`src/rtl/dct_pkg.sv`:
```
// Shared definitions for the fdct_zigzag DCT datapath.
//   DCT_N           : terms per 1-D DCT output
//   DCT_PROD_W      : default signed product width
//   DCT_OUT_W       : default signed coefficient width
//   DCT_RND_SHIFT   : default fractional bits removed by rounding
//   dct_coef_t      : coefficient type at the default width
//   dct_slot_t      : output-slot occupancy state
package dct_pkg;

    localparam int DCT_N         = 8;
    localparam int DCT_PROD_W    = 24;
    localparam int DCT_OUT_W     = 12;
    localparam int DCT_RND_SHIFT = 11;

    typedef logic signed [DCT_OUT_W-1:0] dct_coef_t;

    typedef enum logic {
        SLOT_EMPTY = 1'b0,
        SLOT_FULL  = 1'b1
    } dct_slot_t;

endpackage

```
`src/rtl/dct_round_sat.sv`:
```
// Combinational round-half-up and saturate of a signed accumulator sum.
//   sum : ACC_W signed sum
//   res : OUT_W signed result, (sum + 2^(RND_SHIFT-1)) >>> RND_SHIFT, clipped
//   sat : result was clipped
module dct_round_sat #(
    parameter int ACC_W     = 27,
    parameter int OUT_W     = 12,
    parameter int RND_SHIFT = 11
) (
    input  logic signed [ACC_W-1:0] sum,
    output logic signed [OUT_W-1:0] res,
    output logic                    sat
);

    // One extra bit so adding the rounding half cannot wrap at the positive limit.
    localparam int RW = ACC_W + 1 - RND_SHIFT;
    localparam logic signed [RW-1:0] R_MAX = RW'((1 << (OUT_W - 1)) - 1);
    localparam logic signed [RW-1:0] R_MIN = ~R_MAX;

    logic signed [ACC_W:0]  half;
    logic signed [ACC_W:0]  biased;
    logic signed [RW-1:0]   r;

    always_comb begin
        half               = '0;
        half[RND_SHIFT-1]  = 1'b1;
        biased             = $signed({sum[ACC_W-1], sum}) + half;
        r                  = biased[ACC_W:RND_SHIFT];
        res                = r[OUT_W-1:0];
        sat                = 1'b0;
        if (r > R_MAX) begin
            res = R_MAX[OUT_W-1:0];
            sat = 1'b1;
        end else if (r < R_MIN) begin
            res = R_MIN[OUT_W-1:0];
            sat = 1'b1;
        end
    end

endmodule

```
`src/rtl/dct_coef_accum.sv`:
```
// DCT MAC accumulation stage: sums eight signed products per output term,
// rounds/saturates the total and offers it on a valid/ready slot.
//   clk, rst_n (sync, active-low), ena (global clock enable)
//   prod_valid/prod_first/prod/prod_ready : product input handshake
//   coef_valid/coef_ready/coef/coef_sat   : coefficient output handshake
//   seq_err                               : one-cycle framing-violation pulse
module dct_coef_accum
    import dct_pkg::*;
#(
    parameter int PROD_W    = DCT_PROD_W,
    parameter int ACC_W     = PROD_W + 3,
    parameter int OUT_W     = DCT_OUT_W,
    parameter int RND_SHIFT = DCT_RND_SHIFT
) (
    input  logic                     clk,
    input  logic                     rst_n,
    input  logic                     ena,
    input  logic                     prod_valid,
    input  logic                     prod_first,
    input  logic signed [PROD_W-1:0] prod,
    output logic                     prod_ready,
    output logic                     coef_valid,
    input  logic                     coef_ready,
    output logic signed [OUT_W-1:0]  coef,
    output logic                     coef_sat,
    output logic                     seq_err
);

    localparam logic [2:0] LAST = 3'(DCT_N - 1);

    dct_slot_t               slot;
    logic [2:0]              cnt;
    logic signed [ACC_W-1:0] acc;
    logic signed [ACC_W-1:0] prod_ext;
    logic signed [ACC_W-1:0] sum_full;
    logic signed [OUT_W-1:0] rs_res;
    logic                    rs_sat;
    logic                    prod_acc;
    logic                    restart;
    logic                    complete;
    logic                    frame_bad;

    assign coef_valid = (slot == SLOT_FULL);
    assign prod_ready = !((cnt == LAST) && coef_valid && !coef_ready);

    assign prod_ext  = {{(ACC_W - PROD_W){prod[PROD_W-1]}}, prod};
    assign sum_full  = acc + prod_ext;
    assign prod_acc  = prod_valid && prod_ready && ena;
    assign restart   = prod_acc && prod_first && (cnt != '0);
    assign complete  = prod_acc && !restart && (cnt == LAST);
    assign frame_bad = prod_acc && (prod_first ? (cnt != '0) : (cnt == '0));

    dct_round_sat #(
        .ACC_W     (ACC_W),
        .OUT_W     (OUT_W),
        .RND_SHIFT (RND_SHIFT)
    ) u_round_sat (
        .sum (sum_full),
        .res (rs_res),
        .sat (rs_sat)
    );

    always_ff @(posedge clk) begin
        if (!rst_n) begin
            cnt      <= '0;
            acc      <= '0;
            slot     <= SLOT_EMPTY;
            coef     <= '0;
            coef_sat <= 1'b0;
            seq_err  <= 1'b0;
        end else begin
            seq_err <= 1'b0;
            if (ena) begin
                seq_err <= frame_bad;
                if (prod_acc) begin
                    if (restart) begin
                        acc <= prod_ext;
                        cnt <= 3'd1;
                    end else begin
                        acc <= (cnt == '0) ? prod_ext : sum_full;
                        cnt <= cnt + 3'd1;
                    end
                end
                // A completion always (re)loads the slot, so a same-cycle
                // consume-and-load leaves it FULL with the new value.
                unique case (slot)
                    SLOT_EMPTY: begin
                        if (complete) begin
                            slot     <= SLOT_FULL;
                            coef     <= rs_res;
                            coef_sat <= rs_sat;
                        end
                    end
                    SLOT_FULL: begin
                        if (complete) begin
                            coef     <= rs_res;
                            coef_sat <= rs_sat;
                        end else if (coef_ready) begin
                            slot <= SLOT_EMPTY;
                        end
                    end
                    default: slot <= SLOT_EMPTY;
                endcase
            end
        end
    end

endmodule

```
`config.mk`:
```
export PLATFORM = sky130hd
export DESIGN_NAME = dct_coef_accum
export DESIGN_NICKNAME = d
export VERILOG_FILES = /design/src/rtl/dct_pkg.sv /design/src/rtl/dct_round_sat.sv /design/src/rtl/dct_coef_accum.sv
export SDC_FILE = /design/constraint.sdc
export NUM_CORES = 1
export LEC_CHECK = 0
export BUFFER_PORTS_ARGS = -buffer_cell sky130_fd_sc_hd__buf_2
export CAP_MARGIN = 10
export CELL_PAD_IN_SITES_DETAIL_PLACEMENT = 0
export CELL_PAD_IN_SITES_GLOBAL_PLACEMENT = 2
export CORE_MARGIN = 4
export CORE_UTILIZATION = 39
export CTS_CLUSTER_SIZE = 30
export DETAILED_ROUTE_END_ITERATION = 8
export MAX_ROUTING_LAYER = met4
export PLACE_DENSITY_LB_ADDON = 0.05
export SYNTH_ARGS = -nofsm -noshare
export SYNTH_HDL_FRONTEND = slang
export SYNTH_SLANG_ARGS = --single-unit
```
`constraint.sdc`:
```
create_clock -name clk -period 6.9 [get_ports clk]
set_input_delay 1.035 -clock clk [delete_from_list [all_inputs] [get_ports clk]]
set_output_delay 1.035 -clock clk [all_outputs]
set_load 0.05 [all_outputs]
```
# Word level (Yosys, flattened, before mapping)
# Index checks and enable logic that the tools add are counted.
# classes
addsub,3
magnitude_cmp,2
n_eq_ne,1
muxes,14
bitwise,1
n_reduce_logical,17
# ops
operator,n
2-to-1 mux 27 bit,2
2-to-1 mux 12 bit,3
"adder 27 x 12 -> 28 bit, second input constant",1
adder 27 x 24 -> 27 bit,1
"greater-than comparator 17 x 12 -> 1 bit, second input constant",1
"< comparator 17 x 12 -> 1 bit, second input constant",1
logical AND 1 bit,9
2-to-1 mux 1 bit,7
AND reduction 2 bit,3
"adder 3 x 1 -> 3 bit, second input constant",1
"equality test 3 bit, second input constant",1
zero test 1 bit,3
zero test 3 bit,1
2-to-1 mux 3 bit,1
nonzero test 3 bit,1
one-hot mux 1 bit (2 select lines),1
NOT 1 bit,1
# totals
regBits,45
inputBits,30
output_inout_bits,16
word_cells,44

# Longest topological paths before layout
# Gate-level depths: netlist of the first run.
# logic_depth
ltp_word,13
mapped_depth,15
mapped_depth_nobuf,14

# Modules after synthesis
# From an unflattened synthesis of the first run, not the netlist that was laid out.
# unflattened
hier_cells,555
area_unflattened_um2,4102.7
# modules_own_cells
mod,n_inst,cells_each,area_each_um2,seq_area_each_um2
dct_coef_accum,1,461,3470.8,900.9
dct_round_sat,1,94,631.9,0.0

# Least setup slack after synthesis of the first run
# OpenSTA, ideal clock, no wires.
# synth_timing
path_kind,input port to flip-flop
from,input port prod[0]
to,register coef[0]
setup_time_ns,0.061
t_arrival_ns,4.207
t_required_ns,6.839
path_slack_ns,2.633
stages,15
path_buffers,1
path_cell_list,ha_1 > fa_1 > a211oi_2 > o21ai_2 > a21oi_1 > xnor2_2 > ha_1 > o211ai_1 > nor4_4 > nand3_1 > xor2_1 > a2111oi_2 > o21ba_1 > buf_6 > a221o_1
# synth_via
elab_chain_len,6
elab_cells_between_ends,7
cone_classes,add/sub: 2; order compare: 2; mux: 3
# synth_lines
element,line_no,text
from (decl),dct_coef_accum.sv:20,"input logic signed [PROD_W-1:0] prod,"
adder 27 x 24 -> 27 bit (*),dct_coef_accum.sv:47,assign sum_full = acc + prod_ext;
adder 27 x 12 -> 28 bit (*),dct_round_sat.sv:27,"biased = $signed({sum[ACC_W-1], sum}) + half;"
< comparator 17 x 12 -> 1 bit,dct_round_sat.sv:34,end else if (r < R_MIN) begin
2-to-1 mux 12 bit,dct_round_sat.sv:34,
2-to-1 mux 12 bit (*),dct_round_sat.sv:31,if (r > R_MAX) begin
2-to-1 mux 12 bit (*),"dct_coef_accum.sv:88, dct_coef_accum.sv:95",
to (signal assigned),dct_coef_accum.sv:90,coef <= rs_res;
to (signal assigned),dct_coef_accum.sv:96,coef <= rs_res;
to (decl),dct_coef_accum.sv:24,"output logic signed [OUT_W-1:0] coef,"
# Every way passes the cells marked *; elsewhere a longest branch is shown, timed or not. The select of a mux whose other input is x is not followed.
# A chain may end at the register's enable or synchronous reset.

# Worst setup path after layout of the first run
# layout_timing
from,input port prod[0]
to,register coef[3]
# The elaborated chain is that of the path after synthesis.

==> results of run 1 <==
## power groups by stage
stage                     clock (uW)  sequential (uW)  combinational (uW)
final                            171              277                 289
after global routing             190              279                 319
after CTS                        180              277                 288
after detailed placement           0              283                 287
after global placement             0              283                 286
after floorplan                    0              281                 219
## worst paths after layout
kind / slack [ps] / startpoint / endpoint
hold / removal: 470 / acc[11] / acc[11]
hold reg to reg: 470 / acc[11] / acc[11]
setup reg to reg: 2660 / acc[0] / coef[3]
setup / recovery: 2130 / prod[0] / coef[3]
## placed cells by master (no fill, tap or decap), types with 3 or more instances in the layout
cell | Yosys | layout
a211oi_1 | 6 | 6
dfxtp_1 | 45 | 45
a21oi_2 | 3 | 3
nor2_1 | 21 | 20
o211a_1 | 9 | 9
xnor2_2 | 6 | 6
inv_1 | 6 | 6
and2_1 | 7 | 7
o21ai_1 | 12 | 12
nor2b_1 | 8 | 8
o21ai_2 | 3 | 3
nand2b_1 | 4 | 4
o211ai_1 | 5 | 5
ha_1 | 30 | 30
a221o_1 | 12 | 12
xnor2_1 | 17 | 17
o221ai_1 | 12 | 12
o211ai_2 | 3 | 3
a211oi_2 | 6 | 6
and3_1 | 7 | 7
buf_2 | 7 | 45
nand3_1 | 20 | 20
nand4_1 | 9 | 9
nor3_1 | 9 | 9
a21boi_0 | 15 | 15
nand2_1 | 60 | 60
a21oi_1 | 38 | 38
o21ai_0 | 18 | 18
xor2_1 | 15 | 15
a21o_1 | 5 | 5
clkbuf_8 | 0 | 5
## worst max-delay path, stage by stage
cell and delay, ps:
buf_2 110, ha_1 240, fa_1 440, a211oi_2 330, o21ai_2 170, a21oi_1 260, xnor2_2 200, ha_1 250
o211ai_1 200, nor4_4 310, nand4_1 220, nor3b_1 190, o221a_2 280, nor3b_2 570, a221o_1 210
## cell type report
class                   count  area [sq um]
multi-input cells         408          2984
fillers                  1033          5515
flip-flops and latches     45         900.9
repair buffers             46         232.7
clock buffers               6         72.57
well taps                 133         166.4
inverters                   6         22.52
clock inverters             2         15.01
## sequential cells by signal (all words and copies together) (netlist names)
register    cells
acc            27
cnt             3
coef           12
coef_sat        1
coef_valid      1
seq_err         1
## per-layer routing
layer | part of all wire | vias to the layer above | track usage
met3 | 0.047 | 8 | 0.02290
met4 | 0.011 | 0 | 0.04185
met2 | 0.47 | 91 | 0.3544
li1 | - | 1899 | -
met5 | 0 | - | -
met1 | 0.48 | 1726 | 0.2847
## logic make-up (layout without fill, tap and decap cells)
kind of cell,after synthesis,after routing,share of synthesized area
adder cells (fa/ha/maj),31,31,0.09783
XOR/XNOR,38,38,0.09350
buffers and inverters,34,60,0.03932
flip-flops,45,45,0.2229
AND/OR/NAND/NOR,165,165,0.2133
AO/OA/AOI/OAI,174,174,0.3331
## synth_stat cells (7+ instances only)
cell type	instances
nand2_1	60
xnor2_1	17
and2_1	7
nand4_1	9
clkbuf_1	16
ha_1	30
dfxtp_1	45
nand3_1	20
a21boi_0	15
o21ai_0	18
a221o_1	12
a21oi_1	38
nor2_1	21
o21ai_1	12
o211a_1	9
nor3_1	9
xor2_1	15
nor2b_1	8
and3_1	7
buf_2	7
o221ai_1	12
## stage by stage
stage	power, uW	worst slack [ps]	std cells
finish	736.9	2129	646
global route	787.6	1939	646
CTS	745.2	2125	646
detailed placement	569.8	1808	638
global placement	568.2	1952	638
floorplan	500.3	2633	487
==> results.yml, run 1 <==
clocking:
  path_clk_slew_ps: 90
  cts_tree: "built"
  postCtsSetupRepairBufs: 0
  cts_resized: 0
  htree_levels: 2
  numCtsBuffers: 5
  cts_sinks: 45
  cts-root-buf: "clkbuf_8"
  cts_buffer_depth: 2
  cts_hold_buf: 0
  clock_latency_ps: 310
setup_path:
  critPathMaxFanout: 11
  crit_arrival_ps: 5020
  worstSetupEndpointType: "register"
  crit_path_start_kind: "primary input"
  critPathKind: "in2reg"
  required_ps: 7150
  reg2regPathDepth: 14
layout:
  final_area_sq_um: 4394
  antenna_cells: 0
  drive_gt1_frac: 0.1852
  area_delta_synth_final_pct: 8.731
  utilization: 0.4434
  nets: 573
hold_path:
  hp-class: "reg2reg"
  hold_depth: 2
global_route:
  grt_pass1_vias: 3781
  grt_use_total: 0.2144
  antenna_found_initial: 0
  grt_first_pass_wirelength_mm: 19.58
  grt_max_degree: 42
  overflow: 0
power:
  p_int_uw: 449.3
  clkPwrFrac: 0.233
  ir_drop_mv: 0.07512
  leakagePower_uw: 0.001840
  swShare: 0.3902
  p_sw_uw: 287.5
  comb_power_share: 0.392
  p_per_area_nw_per_um2: 167.7
  p_seq_frac: 0.376
sta:
  period_minus_slack_ps: 4771
  relSlewSlack: 0.3615
  hold_viol: 0
  worstMarginPinSlew_ps: 956.7
  rsz0062_at_grt: "false"
  tns_ps: 0
  slew_viol_final: 0
  whs_ps: 474.7
  fin_worst_skew_ps: 8.011
  post-route-period-util: 0.6914
  fmax_ghz: 0.2096
  setup_viol: 0
detailed_routing:
  avgViaCountPerCell: 5.765
  first_pass_iters: 4
  drt_iter0_markers: 226
  vias: 3724
  wirelength_mm: 12.02
  drc_errors: 0
  routedWlPerCell_um: 18.60
  ant_nets: 0
floorplan:
  start_util: 0.4078
  coreArea_sq_um: 9910
  ios: 46
  dieArea_sq_um: 12050
  die_x_um: 109.8
  num_rows: 36
  die_y_um: 109.8
synth:
  synth_ff_type: "dfxtp_1"
  ys_seq_area_frac: 0.2229
  synth_edf_count: 0
  ys_types: 71
  synthTopCellsByArea: "dfxtp_1, ha_1, nand2_1, a21oi_1, xnor2_1"
  synth.net_count: 548
  syn_inst: 487
  yosysWarningCount: 0
  syn_area_per_cell_sq_um: 8.299
  yosysTopAreaCell: "dfxtp_1"
  syn-cell-area_sq_um: 4041
  synth_top_area_frac: 0.2229
  synth-async-reset-ratio: 0
  ys_ff_latch: 45
placement:
  place_congestion: 0.8726
  io_buffers: 45
  dp_hpwl_mm: 9.285
  placed_cell_area_sq_um: 4307
status:
  status: "finished, final reports clean"
flow_run:
  cap_viol_max_count: 0
Power figures use the tool's default switching activity.
==> inputs of run 2 (changes only) <==
CORE_UTILIZATION = 32   (was 39)
clock period = 4.2 ns   (was 6.9 ns; I/O delays follow)
==> run 2 against run 1 <==
  * Core utilization decreased by 4.7 points
  * Critical path depth up 1
  * Combinational power increased by 90%
  * Setup slack worse by 1800 ps
  * Sequential share of layout area shrank 1.9 points
  * Clock skew rose by 1.3 ps
  * Clock power increased to 2.8 times the previous value
==> results.yml, run 2 (synthesized netlist as in run 1, its figures left out) <==
status:
  status: "finished, final reports clean"
layout:
  largest_reg_flops: 27
  area_delta_synth_final_pct: 19.91
  reg_top3: "acc x27, coef x12, cnt x3"
  antenna_cells: 0
  final_common_cell: "nand2_1"
  final_cell_mix: "nand2_1, dfxtp_1, buf_2"
  fillers: 1320
  drive_gt1_frac: 0.2486
  nets: 615
  multi_input_area_sq_um: 2988
  top_register: "acc"
  ff_latch_area_sq_um: 900.9
setup_path:
  critPathKind: "in2reg"
  crit_arrival_ps: 4090
  crit_path_start_kind: "primary input"
  required_ps: 4390
  r2r_setup_slack_ps: 440
  reg2regPathDepth: 15
  worstSetupEndpointType: "register"
  critPathMaxFanout: 11
detailed_routing:
  ant_nets: 0
  drt_iter0_markers: 195
  vias: 3841
  first_pass_iters: 4
  routedWlPerCell_um: 17.95
  wirelength_mm: 12.98
  avgViaCountPerCell: 5.313
  drc_errors: 0
global_route:
  antenna_found_initial: 0
  overflow: 0
  grt_pass1_vias: 3809
  grt_first_pass_wirelength_mm: 20.77
  grt_max_degree: 27
  grt_use_total: 0.1876
power:
  total_power_uw: 1481
  p_per_area_nw_per_um2: 305.7
  leakagePower_uw: 0.002085
  p_sw_uw: 510.3
  ir_drop_mv: 0.1454
  swShare: 0.3445
  p_int_uw: 970.9
  clkPwrFrac: 0.323
  comb_power_share: 0.371
  p_seq_frac: 0.306
sta:
  hold_viol: 0
  setup_viol: 0
  period_minus_slack_ps: 3903
  rsz0062_at_grt: "false"
  relSlewSlack: 0.3142
  fin_worst_skew_ps: 9.319
  post-route-period-util: 0.9294
  slew_viol_final: 0
  fmax_ghz: 0.2562
  tns_ps: 0
  worstMarginPinSlew_ps: 1029
placement:
  dp_hpwl_mm: 10.52
  place_congestion: 0.8496
  io_buffers: 45
clocking:
  cts_tree: "built"
  path_clk_slew_ps: 70
  postCtsSetupRepairBufs: 0
  cts_buffer_depth: 2
  cts-root-buf: "clkbuf_16"
  numCtsBuffers: 5
  cts_sinks: 45
  clock_latency_ps: 300
  cts_hold_buf: 0
  htree_levels: 2
floorplan:
  start_util: 0.3309
  num_rows: 40
  die_x_um: 120.4
  dieArea_sq_um: 14490
  coreArea_sq_um: 12210
  die_y_um: 120.4
  ios: 46
hold_path:
  hp-class: "reg2reg"
  hold_depth: 2
flow_run:
  cap_viol_max_count: 0
==> run 2: power by group through the flow <==
stage / Sequential, uW / Clock [uW] / Combinational, uW
after floorplan: 462 / 0 / 360
after global placement: 463 / 0 / 547
after detailed placement: 464 / 0 / 548
after CTS: 454 / 498 / 551
after global routing: 456 / 510 / 606
final: 454 / 478 / 549
==> run 2: final cells by class <==
type,count,area share
sequential,45,0.1859
clock buffer,6,0.02866
tap,168,0.04338
multi-input combinational,408,0.6166
clock inverter,2,0.007746
timing repair buffer,88,0.1131
inverter,6,0.004648
==> run 2: final timing paths <==
path | startpoint | endpoint
worst max-delay path | prod[0] | coef[4]
worst max register to register | acc[0] | coef[4]
worst min-delay path | acc[6] | acc[6]
worst min register to register | acc[6] | acc[6]
==> run 2: through the flow <==
step	instances	cell area, sq um	setup WS, ps	utilization	hold slack [ps]
after floorplan	487	4041	337.9	-	444.7
after global placement	715	4663	-65.99	0.3819	456.1
after detailed placement	715	4663	-135.7	0.3819	463.4
after CTS	723	4840	179.5	0.3963	473.4
after global routing	723	4846	48.20	0.3968	491.3
final	723	4846	296.7	0.3968	468.4
==> run 2: repair_timing <==
action,in CTS,in global routing
hold endpoints to repair,0,0
resized for setup,0,2
endpoints found under the setup margin,0,11
==> run 2: layer usage <==
metal  track usage  share of wire  vias to the layer above  wire, um
met1        0.2558           0.49                     1803      6342
met2        0.2986           0.47                       56      6136
met4       0.03541         0.0083                        0       108
met3       0.02806          0.030                        8       389
met5             -              0                        -         0
li1              -              -                     1974         -
==> run 2: critical path, stage by stage <==
cell and delay [ps]:
buf_2 110, ha_1 220, fa_1 440, a211oi_2 350, o21ai_2 120, a21oi_1 230
xnor2_2 160, ha_1 200, o211ai_1 150, nor4_4 240, nand4_1 200, buf_4 180
xnor2_1 170, a2111oi_2 70, o21ba_2 290, a221o_1 330
